File: config.mk
export PLATFORM = sky130hd
export DESIGN_NAME = seg7_scan_driver
export DESIGN_NICKNAME = d
export VERILOG_FILES = /design/src/rtl/seg7_pkg.sv /design/src/rtl/seg7_decode.sv /design/src/rtl/seg7_scan_driver.sv
export SDC_FILE = /design/constraint.sdc
export NUM_CORES = 1
export LEC_CHECK = 0
export ABC_AREA = 0
export CORE_ASPECT_RATIO = 0.8
export CORE_MARGIN = 10
export CORE_UTILIZATION = 58
export CTS_CLUSTER_DIAMETER = 200
export DETAILED_ROUTE_END_ITERATION = 10
export PLACE_DENSITY = 0.83
export SLEW_MARGIN = 30
export SYNTH_ARGS = -nofsm -noshare
export SYNTH_HDL_FRONTEND = slang
export SYNTH_SLANG_ARGS = --single-unit
export TNS_END_PERCENT = 50
File: constraint.sdc
create_clock -name clk -period 6.8 [get_ports clk]
set_input_delay 1.02 -clock clk [delete_from_list [all_inputs] [get_ports clk]]
set_output_delay 1.02 -clock clk [all_outputs]
set_load 0.01 [all_outputs]
File: src/rtl/seg7_pkg.sv
// Shared constants for the multiplexed 7-segment scan driver: segment indices,
// the hex glyph table and the parameter legality check.
package seg7_pkg;

    localparam int SEG_A = 0;
    localparam int SEG_B = 1;
    localparam int SEG_C = 2;
    localparam int SEG_D = 3;
    localparam int SEG_E = 4;
    localparam int SEG_F = 5;
    localparam int SEG_G = 6;

    localparam int MAX_DIGITS      = 8;
    localparam int MIN_REFRESH_DIV = 4;

    // Active-high glyphs; literal bits read left to right as a..g.
    localparam logic [0:6] HEX_SEG [16] = '{
        7'b1111110,  // 0
        7'b0110000,  // 1
        7'b1101101,  // 2
        7'b1111001,  // 3
        7'b0110011,  // 4
        7'b1011011,  // 5
        7'b1011111,  // 6
        7'b1110000,  // 7
        7'b1111111,  // 8
        7'b1111011,  // 9
        7'b1110111,  // A
        7'b0011111,  // b
        7'b1001110,  // C
        7'b0111101,  // d
        7'b1001111,  // E
        7'b1000111   // F
    };

    function automatic bit cfg_legal(input int num_digits, input int refresh_div,
                                     input int dead_cycles);
        return (num_digits >= 1) && (num_digits <= MAX_DIGITS) &&
               (refresh_div >= MIN_REFRESH_DIV) &&
               (dead_cycles >= 0) && (dead_cycles < refresh_div);
    endfunction

endpackage

File: src/rtl/seg7_decode.sv
// Hex nibble to active-high 7-segment pattern, with a blank override.
module seg7_decode
    import seg7_pkg::*;
(
    input  logic [3:0] nibble_i,
    input  logic       blank_i,
    output logic [0:6] seg_o
);

    always_comb begin
        seg_o = '0;
        for (int s = SEG_A; s <= SEG_G; s++) begin
            seg_o[s] = !blank_i && HEX_SEG[nibble_i][s];
        end
    end

endmodule

File: src/rtl/seg7_scan_driver.sv
// Multiplexed 7-segment scanner: slot/digit counters, frame-synchronous
// double-buffered value, leading-zero blanking and registered polarity outputs.
module seg7_scan_driver
    import seg7_pkg::*;
#(
    parameter int NUM_DIGITS  = 4,
    parameter int REFRESH_DIV = 100000,
    parameter int DEAD_CYCLES = 2,
    parameter int ACTIVE_LOW  = 1
) (
    input  logic                    clk,
    input  logic                    rst,
    input  logic                    enable,
    input  logic                    load,
    input  logic [4*NUM_DIGITS-1:0] value,
    input  logic [NUM_DIGITS-1:0]   dp_in,
    input  logic                    lz_blank,
    output logic [0:6]              seg,
    output logic                    dp,
    output logic [NUM_DIGITS-1:0]   digit,
    output logic                    load_ack,
    output logic                    frame_done
);

    localparam int   SLOT_W = $clog2(REFRESH_DIV);
    localparam int   IDX_W  = (NUM_DIGITS > 1) ? $clog2(NUM_DIGITS) : 1;
    localparam logic POL    = (ACTIVE_LOW != 0);

    if (!cfg_legal(NUM_DIGITS, REFRESH_DIV, DEAD_CYCLES)) begin : g_bad_cfg
        $error("seg7_scan_driver: illegal NUM_DIGITS/REFRESH_DIV/DEAD_CYCLES");
    end

    logic [SLOT_W-1:0]       slot_q, slot_d;
    logic [IDX_W-1:0]        idx_q, idx_d;
    logic [4*NUM_DIGITS-1:0] pend_val_q, pend_val_d;
    logic [NUM_DIGITS-1:0]   pend_dp_q, pend_dp_d;
    logic                    pend_flag_q, pend_flag_d;
    logic [4*NUM_DIGITS-1:0] shad_val_q, shad_val_d;
    logic [NUM_DIGITS-1:0]   shad_dp_q, shad_dp_d;
    logic                    ack_q, ack_d;
    logic                    fdone_q, fdone_d;
    logic [0:6]              seg_q, seg_d;
    logic                    dp_q, dp_d;
    logic [NUM_DIGITS-1:0]   digit_q, digit_d;

    logic                    slot_tc, idx_tc, frame_end;
    logic [NUM_DIGITS:0]     zero_from;
    logic [3:0]              nib_sel;
    logic                    dp_sel, zero_sel, blank_sel, lit;
    logic [NUM_DIGITS-1:0]   digit_on;
    logic [0:6]              dec_seg;

    always_comb begin
        slot_tc   = (slot_q == SLOT_W'(REFRESH_DIV - 1));
        idx_tc    = (idx_q == IDX_W'(NUM_DIGITS - 1));
        frame_end = slot_tc && idx_tc;

        slot_d = slot_tc ? '0 : slot_q + SLOT_W'(1);
        idx_d  = idx_q;
        if (slot_tc) begin
            idx_d = idx_tc ? '0 : idx_q + IDX_W'(1);
        end

        // Shadow only moves at the frame edge so a frame never mixes two values;
        // a load in that same cycle lands in pending for the following frame.
        pend_val_d  = pend_val_q;
        pend_dp_d   = pend_dp_q;
        pend_flag_d = pend_flag_q;
        shad_val_d  = shad_val_q;
        shad_dp_d   = shad_dp_q;
        if (frame_end && pend_flag_q) begin
            shad_val_d  = pend_val_q;
            shad_dp_d   = pend_dp_q;
            pend_flag_d = 1'b0;
        end
        if (load) begin
            pend_val_d  = value;
            pend_dp_d   = dp_in;
            pend_flag_d = 1'b1;
        end

        ack_d   = frame_end && pend_flag_q;
        fdone_d = frame_end;
    end

    // zero_from[k]: nibble k and every nibble above it are zero.
    always_comb begin
        zero_from             = '0;
        zero_from[NUM_DIGITS] = 1'b1;
        for (int k = NUM_DIGITS - 1; k >= 0; k--) begin
            zero_from[k] = zero_from[k+1] && (shad_val_q[4*k +: 4] == 4'h0);
        end

        nib_sel  = '0;
        dp_sel   = 1'b0;
        zero_sel = 1'b0;
        for (int k = 0; k < NUM_DIGITS; k++) begin
            if (idx_q == IDX_W'(k)) begin
                nib_sel  = shad_val_q[4*k +: 4];
                dp_sel   = shad_dp_q[k];
                zero_sel = zero_from[k];
            end
        end
        blank_sel = lz_blank && (idx_q != '0) && zero_sel;
    end

    seg7_decode u_decode (
        .nibble_i (nib_sel),
        .blank_i  (blank_sel),
        .seg_o    (dec_seg)
    );

    always_comb begin
        lit      = enable && (int'(slot_q) >= DEAD_CYCLES);
        digit_on = '0;
        for (int k = 0; k < NUM_DIGITS; k++) begin
            digit_on[k] = lit && (idx_q == IDX_W'(k));
        end
        seg_d   = dec_seg ^ {7{POL}};
        dp_d    = dp_sel ^ POL;
        digit_d = digit_on ^ {NUM_DIGITS{POL}};
    end

    always_ff @(posedge clk) begin
        if (rst) begin
            slot_q      <= '0;
            idx_q       <= '0;
            pend_val_q  <= '0;
            pend_dp_q   <= '0;
            pend_flag_q <= 1'b0;
            shad_val_q  <= '0;
            shad_dp_q   <= '0;
            ack_q       <= 1'b0;
            fdone_q     <= 1'b0;
            seg_q       <= {7{POL}};
            dp_q        <= POL;
            digit_q     <= {NUM_DIGITS{POL}};
        end else begin
            slot_q      <= slot_d;
            idx_q       <= idx_d;
            pend_val_q  <= pend_val_d;
            pend_dp_q   <= pend_dp_d;
            pend_flag_q <= pend_flag_d;
            shad_val_q  <= shad_val_d;
            shad_dp_q   <= shad_dp_d;
            ack_q       <= ack_d;
            fdone_q     <= fdone_d;
            seg_q       <= seg_d;
            dp_q        <= dp_d;
            digit_q     <= digit_d;
        end
    end

    assign seg        = seg_q;
    assign dp         = dp_q;
    assign digit      = digit_q;
    assign load_ack   = ack_q;
    assign frame_done = fdone_q;

endmodule
==> results by group <==
CTS
  • CTS H-tree depth: 3
  • CTS tree: yes
  • # Post-CTS Setup Buffers: 0
  • TritonCTS buffer count: 9
  • Post-CTS Hold Buffers: 0
  • Max Root-Sink Buffers: 2
  • Clk sinks: 74
  • Root buffer cell: clkbuf_8
  • Clk pin slew, worst setup/hold paths: 0.07 ns
  • Post-CTS sizing: 0
  • Worst-Skew Late Latency: 0.36 ns

Placement
  • Pre-CTS setup slack: 3.855 ns
  • Placed Cells: 425
  • I/O Buffers: 38
  • Placement Cell Area: 3573 µm²
  • RD Place Congestion: 0.8785
  • Post-DP HPWL: 4466 µm

Global routing
  • First-pass GRT wire length: 10,300 µm
  • Remaining Overflow, GRT: 0
  • Pin count of the biggest net entering global routing: 49
  • Initial antenna violation count: 0
  • All-layer global routing usage: 0.1470
  • Vias in the first global route: 2,268

Power and ir drop
  • Worst VDD drop: 175.1 µV
  • PD cells: 227.1 nW/µm²
  • Internal power: 0.6813 mW
  • Sw Share: 0.2083
  • Logic pwr share: 0.054
  • Leakage: 1.621 nW
  • Overall Power: 0.8606 mW
  • Sequential power share: 0.524
  • Clock power frac: 0.421
  • Switch Pwr: 0.1793 mW

Routing
  • Drt drc: 0
  • WL final: 6255 µm
  • Routed Antenna Nets: 0
  • Vias: 2,354
  • Vias/cell: 5.338
  • Pre-antenna DRT Iters: 4
  • DRT iter0 DRCs: 92
  • Drt wl/cell: 14.18 µm

Timing
  • Unrepaired setup endpoints after global routing: false
  • Fin crit period: 2.984 ns
  • Fmax: 335.1 MHz
  • Fin. max-slew vios: 0
  • Post-route clock period utilization: 0.4388
  • Setup TNS: 0 ns
  • Relative slew margins: 0.4950
  • Clock skew: 0.003971 ns
  • Final Hold Fails: 0
  • Hold WS: 0.4913 ns
  • Setup-failing EPs final: 0
  • Worst-Margin Slew: 0.7576 ns
  • Post-route setup slack: 3.816 ns

Setup path
  • Critical path capture point type: register
  • Critical path, cell by cell: ha_1 > a211oi_1 > a221oi_1 > inv_1 > ha_1 > mux2i_1 > a32oi_1 > nand2_1
  • CP max-delay cell: a221oi_1
  • Most frequent CP cell: ha_1
  • Worst Path Arrival: 3.20 ns
  • WS Path Type: reg -> reg
  • Slowest stage delay, CP: 0.70 ns
  • Worst Path Required: 7.01 ns
  • CP bufs+invs: 1
  • CP top delay family: compound AO/OA/AOI/OAI gates
  • Crit path launch type: register
  • CP Max Fanout: 20

Finish
  • Utilization after layout: 0.7051
  • Area growth syn-to-layout: 19.11%
  • Most common cell after layout, fill and taps aside: dfxtp_1
  • Fraction of layout cells with a size suffix above 1: 0.05585
  • Finished Layout Cells: 441
  • Commonest cells after routing, fill and taps aside: dfxtp_1, nor2_1, mux2i_1
  • Fin nets: 408
  • # diodes: 0
  • Finished Cell Area: 3790 µm²

Logic synthesis
  • Mapped Nets: 377
  • Post-Syn Instances: 340
  • Syn Area/Cell: 9.358 µm²
  • EDFF count, synth: 0
  • Sequential area share after synthesis: 0.4656
  • Cell Area, Synth: 3182 µm²
  • Post-synth ARST share: 0
  • FF+latch count, synth: 74
  • Synth cell types: 41
  • Synth warnings: 0
  • Top_reg_cell synth: dfxtp_1

Floorplanning
  • Initial core utilization: 0.5919
  • DIE WIDTH: 102.8 µm
  • Core ar.: 5375 µm²
  • Die area: 8867 µm²
  • # rows: 24
  • Chip Height: 86.25 µm
  • Top Ports: 39

Min path
  • Hold WC Path Type: reg -> reg

Job
  • Max-Cap Viols: 0

Run status
  • Status: completed
## state kept, by name, indices dropped and copies added (netlist names)
register,cells
seg,7
shad_dp_q,4
load_ack,1
slot_q,17
dp,1
idx_q,2
frame_done,1
shad_val_q,16
pend_val_q,16
digit,4
pend_flag_q,1
pend_dp_q,4
## cells in the mapped netlist (2+ instances only)
master | n | area, µm²
dfxtp_1 | 74 | 1481
nor2_1 | 65 | 244.0
mux2i_1 | 45 | 450.4
nand2_1 | 23 | 86.33
clkbuf_1 | 12 | 45.04
ha_1 | 12 | 150.1
inv_1 | 11 | 41.29
a21oi_1 | 9 | 45.04
xnor2_1 | 8 | 70.07
xor2_1 | 7 | 61.31
nand3_1 | 6 | 30.03
nand4_1 | 5 | 31.28
o21ai_0 | 5 | 25.02
and3_1 | 4 | 25.02
buf_1 | 4 | 15.01
buf_2 | 4 | 20.02
nand2b_1 | 4 | 25.02
nand3b_1 | 4 | 30.03
nor4_1 | 4 | 25.02
o221ai_1 | 4 | 35.03
a211oi_1 | 3 | 22.52
a221oi_1 | 3 | 26.28
nor3_1 | 3 | 15.01
nor3b_1 | 3 | 22.52
nor2b_1 | 2 | 12.51
## per-layer routing
layer	global-route usage	share of wire	vias to the layer above
li1	-	-	1227
met1	0.1785	0.47	1077
met2	0.2274	0.47	42
met3	0.06603	0.054	8
met4	0.04792	0.0094	0
met5	0	0	-
## logic make-up (layout without fill, tap and decap cells)
logic type      after synthesis  after routing  synth area share
mux                          46             46            0.1451
buf+inv                      32             68           0.04050
simple gates                131            131            0.1966
compound gates               30             30           0.06371
fa+ha+maj                    12             12           0.04719
flops                        74             74            0.4656
xor+xnor                     15             15           0.04129
## path summary, 6_finish.rpt
kind,cells past startpoint,from,slack (ns),endpoint
max,8,idx_q[0],3.82,seg[1]
min,1,slot_q[0],0.49,slot_q[0]
max reg2reg,8,idx_q[0],3.82,seg[1]
min reg2reg,1,slot_q[0],0.49,slot_q[0]
## power groups by stage
stage / sequential, mW / combinational (mW) / clock, mW
floorplan: 0.460 / 0.0243 / 0
global placement: 0.461 / 0.0469 / 0
detailed placement: 0.461 / 0.0471 / 0
CTS: 0.451 / 0.0473 / 0.369
global route: 0.452 / 0.0517 / 0.387
finish: 0.451 / 0.0467 / 0.363
## area by class of cell
class                   count  area, µm²
fillers                   420       1585
clock buffers              15      186.4
inverters                  11      41.29
repair buffers             41      397.9
flip-flops and latches     74       1481
clock inverters             1      30.03
multi-input cells         234       1572
well taps                  65      81.33
No activity file was read; power rests on OpenSTA's default activity.
==> edit, RTL diff (same flow settings) <==
`pend_val_q` and `shad_val_q` no longer have a reset.
--- a/src/rtl/seg7_scan_driver.sv
+++ b/src/rtl/seg7_scan_driver.sv
@@ -125,10 +125,8 @@
         if (rst) begin
             slot_q      <= '0;
             idx_q       <= '0;
-            pend_val_q  <= '0;
             pend_dp_q   <= '0;
             pend_flag_q <= 1'b0;
-            shad_val_q  <= '0;
             shad_dp_q   <= '0;
             ack_q       <= 1'b0;
             fdone_q     <= 1'b0;
@@ -138,10 +136,8 @@
         end else begin
             slot_q      <= slot_d;
             idx_q       <= idx_d;
-            pend_val_q  <= pend_val_d;
             pend_dp_q   <= pend_dp_d;
             pend_flag_q <= pend_flag_d;
-            shad_val_q  <= shad_val_d;
             shad_dp_q   <= shad_dp_d;
             ack_q       <= ack_d;
             fdone_q     <= fdone_d;
@@ -151,6 +147,11 @@
         end
     end
 
+    always_ff @(posedge clk) begin
+        pend_val_q <= pend_val_d;
+        shad_val_q <= shad_val_d;
+    end
+
     assign seg        = seg_q;
     assign dp         = dp_q;
     assign digit      = digit_q;
Formal check against the unedited RTL: same outputs for any inputs over 10 cycles, from zero or initial values and one cycle with rst high; that may be too few to reach the edited logic, so the function may still have changed.
==> edit against the original RTL <==
Power is 5.3% lower. Core utilization grew 1.0 points. Routed wire length down 6.9%. Synthesized cell count down 22%. Combinational power shrank 25%. Sequential cell count unchanged. Final area shrank 4.4%. Area after synthesis shrank 3.9%. Maximum frequency is essentially flat. Worst setup slack better by 1.1 ps. Count of clock-buffer cells in the layout fell by 6. Die area shrank 3.1%.
==> edit: results (changes against the original RTL) <==
Routing
  • Via count: 2085 (-11%)
  • Met3 wire length: 383 um (+13%)
  • Wl on met1: 2670 um (-9.0%)
  • Met2 WL: 2680 um (-8.3%)
  • Routed vias/inst: 5.60 (+5.0%)

Worst setup path
  • Worst-path fanout max: 17 (-15%)
  • Largest stage delay, worst path: 760 ps (+60 ps)

Global routing
  • GR Util met3: 0.0551 (-0.0109)
  • Met1 usage: 0.182 (+0.00306)
  • Global-route usage over all layers: 0.142 (-0.00454)
  • Global-route wire length before repair: 9790 um (-5.0%)

Synth
  • Number of synthesized flops with an enable pin: 32 (+32)
  • Post-Syn Area: 3060 sq um (-3.9%)
  • Yosys cell types: 43 (+4.9%)
  • Synth top area cells: edfxtp_1, dfxtp_1, nor2_1

Run status
  • Status: finished, final reports clean

Timing
  • Slew margin rel.: 0.431 (-0.0644)

Placed design
  • Placement Cell Area: 3450 sq um (-3.4%)
  • DP Cell Count: 356 (-16%)

Finish
  • Multi-input logic area: 1160 sq um (-26%)
  • Fin nets: 342 (-16%)
  • FILL cells: 361 (-14%)
  • Seq_cells: 74 (unchanged)
  • Count of non-CTS buffers in the layout: 39 (-4.9%)
  • NonClk Buf Share: 0.106 (+0.000714)

Power and ir drop
  • Peak supply drop: 196 uV (+12%)
  • LEAKAGE: 0.00130 uW (-20%)

Clock network
  • Clk_lat worst skew: 340 ps (-20 ps)
## edit: changes by cell type after synthesis, sizes merged, moves of 5 or more
| cell | unedited run | this run |
|---|---|---|
| dfxtp | 74 | 42 |
| edfxtp | 0 | 32 |
| inv | 11 | 6 |
| clkbuf | 12 | 1 |
| mux2i | 45 | 12 |
| nor2 | 65 | 43 |
## edit: metrics by stage
stage,total power [uW],util,hold WS [ps],worst slack (ps)
after floorplan,506,-,400,4430
after global placement,527,0.681,403,4050
after detailed placement,530,0.681,409,3860
after CTS,824,0.716,428,3850
after global routing,846,0.715,442,3610
final,815,0.715,427,3820
## edit: final timing paths
kind,cells past startpoint,slack [ps],startpoint,endpoint
hold / removal,0,430,pend_val_q[8]$_DFFE_PP_,shad_val_q[8]$_DFFE_PP_
setup / recovery,8,3820,idx_q[0]$_SDFFE_PP0N_,seg[3]$_SDFF_PP1_
setup reg to reg,8,3820,idx_q[0]$_SDFFE_PP0N_,seg[3]$_SDFF_PP1_
hold reg to reg,0,430,pend_val_q[8]$_DFFE_PP_,shad_val_q[8]$_DFFE_PP_
## edit: power breakdown
| group | leakage (uW) | switching (uW) | total (uW) | internal, uW |
|---|---|---|---|---|
| Combinational | 0.000575 | 14.2 | 34.9 | 20.7 |
| Sequential | 0.000643 | 6.38 | 484 | 477 |
| Clock | 0.0000799 | 163 | 297 | 134 |
## edit: kinds of logic (layout without fill, tap and decap cells)
| kind of cell | Yosys count | after routing | share of synthesized area |
|---|---|---|---|
| and+or+nand+nor | 108 | 108 | 0.183 |
| muxes | 12 | 12 | 0.0393 |
| DFF | 74 | 74 | 0.589 |
| xor gates and xnor gates | 15 | 15 | 0.0430 |
| buffers and inverters | 16 | 61 | 0.0311 |
| adders and majority gates | 12 | 12 | 0.0491 |
| AOI/OAI and AO/OA | 28 | 28 | 0.0655 |
